==> src/rtl/ahb_lite_pkg.sv <==
// AHB-Lite protocol constants, slave state encoding and byte-enable helper
// shared by the SRAM slave and its parity sub-block.
package ahb_lite_pkg;

    typedef enum logic [1:0] {
        HTRANS_IDLE   = 2'b00,
        HTRANS_BUSY   = 2'b01,
        HTRANS_NONSEQ = 2'b10,
        HTRANS_SEQ    = 2'b11
    } htrans_t;

    localparam logic [2:0] HSIZE_BYTE  = 3'd0;
    localparam logic [2:0] HSIZE_HALF  = 3'd1;
    localparam logic [2:0] HSIZE_WORD  = 3'd2;
    localparam logic [2:0] HSIZE_DWORD = 3'd3;

    localparam logic HRESP_OKAY  = 1'b0;
    localparam logic HRESP_ERROR = 1'b1;

    typedef logic [2:0] slv_state_t;

    localparam slv_state_t ST_IDLE  = 3'd0;
    localparam slv_state_t ST_WRITE = 3'd1;
    localparam slv_state_t ST_READ1 = 3'd2;
    localparam slv_state_t ST_READ2 = 3'd3;
    localparam slv_state_t ST_ERR1  = 3'd4;
    localparam slv_state_t ST_ERR2  = 3'd5;

    // addr_lo is the byte offset within the bus word; callers take the low NB bits.
    function automatic logic [7:0] be_gen(input logic [2:0] hsize, input logic [2:0] addr_lo);
        logic [7:0] mask;
        case (hsize)
            HSIZE_BYTE: mask = 8'h01;
            HSIZE_HALF: mask = 8'h03;
            HSIZE_WORD: mask = 8'h0F;
            default:    mask = 8'hFF;
        endcase
        return mask << addr_lo;
    endfunction

endpackage

==> src/rtl/ahb_sram_parity.sv <==
// Per-byte even parity generate/check for the SRAM data path.
// Only instantiated when AHB_SRAM_PARITY_EN is defined.
module ahb_sram_parity
    import ahb_lite_pkg::*;
#(
    parameter int DATA_WIDTH = 32
) (
    input  logic [DATA_WIDTH-1:0]              wdata,
    output logic [DATA_WIDTH/8-1:0]            wpar,
    input  logic [DATA_WIDTH+DATA_WIDTH/8-1:0] rdata,
    output logic                               rerr
);
    localparam int NB = DATA_WIDTH / 8;

    always_comb begin
        wpar = '0;
        rerr = 1'b0;
        for (int i = 0; i < NB; i++) begin
            wpar[i] = ^wdata[8*i +: 8];
            rerr    = rerr | ((^rdata[8*i +: 8]) ^ rdata[DATA_WIDTH+i]);
        end
    end

endmodule

==> src/rtl/ahb_lite_sram_slave.sv <==
// AHB-Lite slave fronting a 1-cycle-latency single-port SRAM.
// Define AHB_SRAM_PARITY_EN to add per-byte even parity on the SRAM data path.
//
// state  | meaning
// IDLE   | no data phase pending, ready/OKAY
// WRITE  | write data phase, SRAM write strobe from live hwdata, zero wait
// READ1  | read strobe issued, one wait state
// READ2  | SRAM data returned on hrdata (parity fail: ERRP, hready low + ERROR)
// ERR1   | first ERROR cycle, hready low
// ERR2   | second ERROR cycle, hready high
module ahb_lite_sram_slave
    import ahb_lite_pkg::*;
#(
    parameter int  ADDR_WIDTH = 32,
    parameter int  DATA_WIDTH = 32,
    parameter int  MEM_DEPTH  = 1024,
    localparam int SRAM_AW    = $clog2(MEM_DEPTH)
) (
    input  logic                      hclk,
    input  logic                      hreset,
    input  logic                      hsel,
    input  logic [ADDR_WIDTH-1:0]     haddr,
    input  logic [1:0]                htrans,
    input  logic [2:0]                hsize,
    input  logic                      hwrite,
    input  logic [DATA_WIDTH-1:0]     hwdata,
    input  logic                      hready,
    output logic [DATA_WIDTH-1:0]     hrdata,
    output logic                      hreadyout,
    output logic                      hresp,
    output logic                      sram_en,
    output logic                      sram_we,
    output logic [DATA_WIDTH/8-1:0]   sram_be,
    output logic [SRAM_AW-1:0]        sram_addr,
`ifdef AHB_SRAM_PARITY_EN
    output logic [DATA_WIDTH+DATA_WIDTH/8-1:0] sram_wdata,
    input  logic [DATA_WIDTH+DATA_WIDTH/8-1:0] sram_rdata
`else
    output logic [DATA_WIDTH-1:0]     sram_wdata,
    input  logic [DATA_WIDTH-1:0]     sram_rdata
`endif
);
    localparam int         NB       = DATA_WIDTH / 8;
    localparam int         BO       = $clog2(NB);
    localparam logic [2:0] MAX_SIZE = 3'(BO);

    slv_state_t         state_q, state_d;
    logic [SRAM_AW-1:0] addr_q, addr_d;
    logic [NB-1:0]      be_q, be_d;
    logic [2:0]         addr_lo;
    logic [7:0]         be_full;
    logic               size_err, misalign, ready_st, accept, par_err;
    logic               unused_ok;

    always_comb begin
        addr_lo         = '0;
        addr_lo[BO-1:0] = haddr[BO-1:0];
    end

    assign be_full  = be_gen(hsize, addr_lo);
    assign size_err = hsize > MAX_SIZE;

    always_comb begin
        case (hsize)
            HSIZE_BYTE:  misalign = 1'b0;
            HSIZE_HALF:  misalign = haddr[0];
            HSIZE_WORD:  misalign = |haddr[1:0];
            HSIZE_DWORD: misalign = |haddr[2:0];
            default:     misalign = 1'b1;
        endcase
    end

`ifdef AHB_SRAM_PARITY_EN
    logic [NB-1:0] wpar;
    logic          rerr;

    ahb_sram_parity #(.DATA_WIDTH(DATA_WIDTH)) u_parity (
        .wdata (hwdata),
        .wpar  (wpar),
        .rdata (sram_rdata),
        .rerr  (rerr)
    );

    assign par_err    = (state_q == ST_READ2) && rerr;
    assign sram_wdata = {wpar, hwdata};
`else
    assign par_err    = 1'b0;
    assign sram_wdata = hwdata;
`endif

    // A parity-failed READ2 behaves as a wait state, so it must not accept.
    assign ready_st = (state_q == ST_IDLE) || (state_q == ST_WRITE) || (state_q == ST_ERR2)
                   || ((state_q == ST_READ2) && !par_err);
    assign accept   = hsel && hready && htrans[1] && ready_st;

    always_comb begin
        state_d = state_q;
        addr_d  = addr_q;
        be_d    = be_q;
        case (state_q)
            ST_READ1: state_d = ST_READ2;
            ST_ERR1:  state_d = ST_ERR2;
            default: begin
                if (par_err) begin
                    state_d = ST_ERR2;
                end else if (accept) begin
                    addr_d = haddr[SRAM_AW+BO-1:BO];
                    be_d   = be_full[NB-1:0];
                    if (size_err || misalign) state_d = ST_ERR1;
                    else if (hwrite)          state_d = ST_WRITE;
                    else                      state_d = ST_READ1;
                end else begin
                    state_d = ST_IDLE;
                end
            end
        endcase
    end

    always_ff @(posedge hclk) begin
        if (hreset) begin
            state_q <= ST_IDLE;
            addr_q  <= '0;
            be_q    <= '0;
        end else begin
            state_q <= state_d;
            addr_q  <= addr_d;
            be_q    <= be_d;
        end
    end

    always_comb begin
        hreadyout = 1'b1;
        hresp     = HRESP_OKAY;
        hrdata    = '0;
        sram_en   = 1'b0;
        sram_we   = 1'b0;
        sram_be   = '0;
        case (state_q)
            ST_WRITE: begin
                sram_en = 1'b1;
                sram_we = 1'b1;
                sram_be = be_q;
            end
            ST_READ1: begin
                hreadyout = 1'b0;
                sram_en   = 1'b1;
                sram_be   = '1;
            end
            ST_READ2: begin
                if (par_err) begin
                    hreadyout = 1'b0;
                    hresp     = HRESP_ERROR;
                end else begin
                    hrdata = sram_rdata[DATA_WIDTH-1:0];
                end
            end
            ST_ERR1: begin
                hreadyout = 1'b0;
                hresp     = HRESP_ERROR;
            end
            ST_ERR2: hresp = HRESP_ERROR;
            default: ;
        endcase
    end

    assign sram_addr = addr_q;
    assign unused_ok = ^{haddr, htrans[0], be_full};

endmodule

==> config.mk <==
export PLATFORM = sky130hd
export DESIGN_NAME = ahb_lite_sram_slave
export DESIGN_NICKNAME = d
export VERILOG_FILES = /design/src/rtl/ahb_lite_pkg.sv /design/src/rtl/ahb_sram_parity.sv /design/src/rtl/ahb_lite_sram_slave.sv
export SDC_FILE = /design/constraint.sdc
export NUM_CORES = 1
export LEC_CHECK = 0
export ABC_AREA = 1
export CAP_MARGIN = 20
export CORE_ASPECT_RATIO = 0.6
export CORE_MARGIN = 2
export CORE_UTILIZATION = 22
export DETAILED_ROUTE_END_ITERATION = 10
export GPL_TIMING_DRIVEN = 0
export PLACE_DENSITY_LB_ADDON = 0.12
export SYNTH_ARGS = -nofsm -noshare
export SYNTH_HDL_FRONTEND = slang
export SYNTH_HIERARCHICAL = 1
export SYNTH_SLANG_ARGS = --single-unit
export TNS_END_PERCENT = 10
==> constraint.sdc <==
create_clock -name hclk -period 1 [get_ports hclk]
set_input_delay 0.15 -clock hclk [delete_from_list [all_inputs] [get_ports hclk]]
set_output_delay 0.15 -clock hclk [all_outputs]
set_load 0.02 [all_outputs]
==> Word level (Yosys, flattened, before mapping) <==
Cells that the tools add are included.
{ "word_totals": {"register_bits": 17, "inputBits": 106, "out_inout_bits": 82, "word_cells": 41} }
{ "classes": {"magnitude_cmp": 1, "n_eq_ne": 8, "shifts": 1, "muxes": 12, "bitwise_logic": 1, "reduce_logical": 15} }
{ "op_table": {"columns": ["cell", "count"], "rows": [
  ["32-bit two-way mux", 1],
  ["8-bit case mux with 3 select lines", 1],
  ["3-bit by 2-bit == test with 1-bit output (second input constant)", 4],
  ["4-bit case mux with 2 select lines", 1],
  ["2-bit OR reduction", 4],
  ["8-bit by 2-bit left shift with 4-bit output", 1],
  ["3-bit by 1-bit == test with 1-bit output (second input constant)", 2],
  ["3-bit == test (second input constant)", 2],
  ["3-bit zero test", 2],
  ["3-bit two-way mux", 2],
  ["3-bit case mux with 2 select lines", 1],
  ["1-bit logical OR", 4],
  ["1-bit two-way mux", 4],
  ["1-bit case mux with 4 select lines", 1],
  ["3-bit by 2-bit > comparator with 1-bit output (second input constant)", 1],
  ["1-bit logical AND", 3],
  ["3-bit OR reduction", 1],
  ["2-bit two-way mux", 1],
  ["2-bit AND reduction", 1],
  ["1-bit inverter", 1]
]} }

==> Logic depth before layout (Yosys ltp) <==
Gate-level depths: netlist (run 1).
{ "depth": {"word_depth": 7, "depth_mapped": 8, "mapped_depth_nobuf": 8} }

==> Worst setup path before layout (run 1) <==
OpenSTA, ideal clock, no wires.
{ "synth_path": {"path_kind": "register to output", "startpoint": "reg state_q[1]", "endpoint": "out sram_be[0]", "arrival_ns": 1.388, "required_time_ns": 0.850, "setup_slack_ns": -0.538, "stages_incl_launch_ff": 6, "n_path_buf": 0, "path_cell_list": "dfxtp_1 -> inv_2 -> nand2_2 -> nor2_1 -> inv_1 -> o21ai_0"} }
{ "synth_between": {"elab_chain_cells": 2, "word_cells_on_any_way": 3, "cone_classes": "2 x eq/ne; 1 x mux"} }
{ "synth_rtl": {"columns": ["element", "line_no", "text"], "rows": [
  ["from (decl)", "ahb_lite_sram_slave.sv:47", "slv_state_t state_q, state_d;"],
  ["from (signal assigned)", "ahb_lite_sram_slave.sv:125", "state_q <= state_d;"],
  ["3-bit by 2-bit == test with 1-bit output or 3-bit by 1-bit == test with 1-bit output (tied branches)", "ahb_lite_sram_slave.sv:138", "case (state_q)"],
  ["4-bit case mux with 2 select lines *", "ahb_lite_sram_slave.sv:138", null],
  ["to (decl)", "ahb_lite_sram_slave.sv:33", "output logic [DATA_WIDTH/8-1:0] sram_be,"]
]} }
Every way passes the cells marked *; elsewhere a longest branch is shown, timed or not.

==> Worst setup path after layout (run 1) <==
{ "layout_path": {"startpoint": "reg state_q[2]", "endpoint": "out hrdata[21]"} }
{ "layout_between": {"elab_chain_cells": 2} }
{ "layout_rtl": {"columns": ["element", "line_no", "text"], "rows": [
  ["3-bit by 2-bit == test with 1-bit output", "ahb_lite_sram_slave.sv:138", null],
  ["32-bit two-way mux", "ahb_lite_sram_slave.sv:138", null],
  ["to (decl)", "ahb_lite_sram_slave.sv:28", "output logic [DATA_WIDTH-1:0] hrdata,"]
]} }
No other way between the ends.

==> results of run 1 <==
==> cell usage after synthesis <==
| master | instances | area [um^2] |
|---|---|---|
| inv_2 | 1 | 3.75 |
| a21oi_1 | 13 | 65.1 |
| nand3_1 | 7 | 35.0 |
| nand2_1 | 38 | 143 |
| dfxtp_1 | 17 | 340 |
| nor2_4 | 1 | 11.3 |
| nand2_2 | 2 | 12.5 |
| buf_1 | 1 | 3.75 |
| nand3_2 | 1 | 10.0 |
| buf_6 | 1 | 11.3 |
| o21ai_0 | 8 | 40.0 |
| nor3_1 | 1 | 5.00 |
| inv_1 | 50 | 188 |
| clkbuf_1 | 4 | 15.0 |
| nor2_1 | 44 | 165 |
| buf_4 | 33 | 248 |
==> cells by family (layout without fill, tap and decap cells) <==
family,after synthesis,after routing,synth area share (%)
simple gates,94,94,29.4
buf+inv,90,235,36.2
flops,17,17,26.3
compound gates,21,21,8.11
==> layout make-up <==
cell class / instances / area (um^2) / area share [%]
sequential: 17 / 352 / 10.7
clock buffer: 3 / 41.3 / 1.25
clock inverter: 1 / 5.00 / 0.152
inverter: 51 / 199 / 6.03
multi-input combinational: 115 / 831 / 25.2
timing repair buffer: 141 / 1430 / 43.2
buffer: 39 / 345 / 10.5
tap: 80 / 100 / 3.03
==> worst register-to-register path, cell delays in order, from the launching register on <==
cell     delay, ns
dfxtp_4       0.38
inv_4         0.07
nand2_4       0.06
nand2_4       0.07
nand2_2       0.06
nor2_4        0.16
buf_6         0.17
nand2_1       0.08
a21oi_2       0.11
==> worst max-delay path by stage <==
stage / end / depth (start not counted)
floorplan: hrdata[10] / 4
global placement: hrdata[23] / 5
detailed placement: hrdata[23] / 5
CTS: hrdata[4] / 5
global route: hrdata[4] / 5
finish: hrdata[21] / 5
==> registers in the layout (all words and copies together), names as in the netlist <==
register	flops
state_q	3
be_q	4
sram_addr	10
==> report_power, final <==
group,total (W),switching [W],leakage [nW],internal [W]
clock network,0.000505,0.000229,0.0255,0.000276
registers,0.000713,0.0000160,0.140,0.000697
logic,0.000818,0.000357,1.34,0.000461
total,0.00204,0.000602,1.51,0.00143
==> what timing repair did <==
action / in CTS / in global routing
hold buffers: 0 / 0
setup endpoints to repair: 67 / 59
pin swaps: 5 / 4
gates cloned: 3 / 0
setup buffers: 5 / 0
gates resized for setup: 290 / 11
==> per-stage QoR <==
step | area [um^2] | hold slack, ns
2_1_floorplan | 1660 | 0.293
3_5_place_dp | 3090 | 0.455
5_1_grt | 3300 | 0.342
3_3_place_gp | 3090 | 0.452
6_report | 3300 | 0.299
4_1_cts | 3280 | 0.258
==> per-layer routing <==
metal | up-vias | wire [um] | track usage (%)
li1 | 900 | - | -
met1 | 733 | 1970 | 17.3
met2 | 80 | 2300 | 24.3
met3 | 2 | 447 | 2.77
met4 | 0 | 22 | 1.97
met5 | - | 0 | 0
==> metrics.md, run 1 <==
| Metric | Value |
|---|---|
| Fmax | 694 MHz |
| Worst Hold Depth | 2 |
| Clock-pin slew on the worst setup and hold paths | 0.07 ns |
| Critical path class | reg2out |
| Finished Layout Cells | 447 |
| GR Overflow Total | 0 |
| Sink Count | 17 |
| Min setup slack post-route | -0.441 ns |
| Deepest clock path buffer count | 2 |
| WL/cell | 10.6 um |
| Final Max Tran Viols | 0 |
| Failing checks | setup timing |
| Crit Path Max Fanout | 8 |
| Initial antenna violation count | 0 |
| Total GRT Usage | 13.7% |
| Req. time, crit path | 0.85 ns |
| Final Skew | 0.00177 ns |
| ANT cells | 0 |
| Maximum capacitance violations | 0 |
| Final Hold Fails | 0 |
| Relative slew margins | 67.1% |
| Most common cell after layout, fill and taps aside | clkdlybuf4s50_1 |
| Die ar. | 6540 um^2 |
| DR vias | 1715 |
| Netlist cell types | 16 |
| CP Launch Point | state_q[2]$_SDFF_PP0_ |
| CP top delay family | buffers and inverters |
| Reg2reg end | sram_addr[3]$_SDFFE_PP0P_ |
| Synth warn | 6 |
| Slew @ Worst Pin | 0.493 ns |
| H-tree levels | 1 |
| Highest-delay cell along the critical path | dfxtp_4 |
| Leakage power | 1.51 nW |
| Pre-CTS setup slack | -0.752 ns |
| Hold path endpoint | be_q[0]$_SDFFE_PP0P_ |
| Boundary pin count | 188 |
| Layout cells sized above 1 | 43.1% |
| Post-synthesis sequential area ratio | 26.3% |
| CTS tree | yes |
| DP HPWL | 3840 um |
| Worst endpoint data arrival time | 1.29 ns |
| GP Congestion | 0.726 |
| Worst-skew pair later-pin latency | 0.25 ns |
| Final setup TNS | -18.63 ns |
| Maximum vdd ir drop | 0.448 mV |
| CP endpoint kind | primary output |
| Cell Rows | 21 |
| RSZ-0062 raised after global routing | true |
| Fin util | 58.7% |
| Vias in the first global route | 1530 |
| Via-to-Cell Ratio | 3.84 |
| Critical Path Source Type | flop |
| Min-delay worst type | in2reg |
| Placed instance count | 435 |
| Flops & latches, synth | 17 |
| R2r startpoint | state_q[1]$_SDFF_PP0_ |
| ANT nets after route | 0 |
| Cts bufs inserted | 3 |
| Area growth syn-to-layout | 154% |
| Pwr/cell area | 617 nW/um^2 |
| Buf/Inv on CP | 3 |
| Worst-path cell chain | inv_4, nand3_4, clkbuf_16, nor2_4, buf_6 |
| Post-Syn Nets | 328 |
| Final setup fails | 57 |
| First-pass GRT wire length | 7310 um |
| Core area | 5620 um^2 |
| Initial Util | 23.1% |
| Total Power | 0.00204 W |
| Final net count | 474 |
| Die H | 63.5 um |
| Period utilization | 144% |
| Final Critical Period | 1.44 ns |
| Clock root cell | clkbuf_8 |
| Port Buf Inserts | 133 |
| Hold path startpoint | hreset |
| Wirelength, routed | 4740 um |
| Layout fillers | 527 |
| First-pass iteration count of the detailed router | 4 |
| Post-Syn Instances | 222 |
| Max incr delay on CP | 0.36 ns |
| Number of DRC markers in iteration 0 | 39 |
| Die width | 103 um |
| Register-to-register setup slack | -0.22 ns |
| Run status | finished with violations |
| Most frequent cells in the layout | clkdlybuf4s50_1 (83), inv_1 (46), buf_4 (42) |
| Area of the mapped netlist | 1300 um^2 |
| FF-to-FF path depth | 8 |
| Syn Area/Cell | 5.84 um^2 |
| Largest net degree at the start of global routing | 11 |
| Remaining DRCs | 0 |
Power figures use the tool's default switching activity.
==> run 2: changes to the inputs <==
--- a/config.mk
+++ b/config.mk
@@ -6,6 +6,7 @@
 export NUM_CORES = 1
 export LEC_CHECK = 0
 export ABC_AREA = 1
+export ABC_CLOCK_PERIOD_IN_PS = 1000
 export CAP_MARGIN = 20
 export CORE_ASPECT_RATIO = 0.6
 export CORE_MARGIN = 2
==> results of run 2 <==
The final DEF is identical to that of run 1; final timing and power are the same.
==> run 3: changes to the inputs <==
--- a/config.mk
+++ b/config.mk
@@ -12,6 +12,7 @@
 export CORE_MARGIN = 2
 export CORE_UTILIZATION = 22
 export DETAILED_ROUTE_END_ITERATION = 10
+export GPL_ROUTABILITY_DRIVEN = 0
 export GPL_TIMING_DRIVEN = 0
 export PLACE_DENSITY_LB_ADDON = 0.12
 export SYNTH_ARGS = -nofsm -noshare
==> results of run 3 <==
The final DEF is identical to that of run 1; final timing and power are the same.
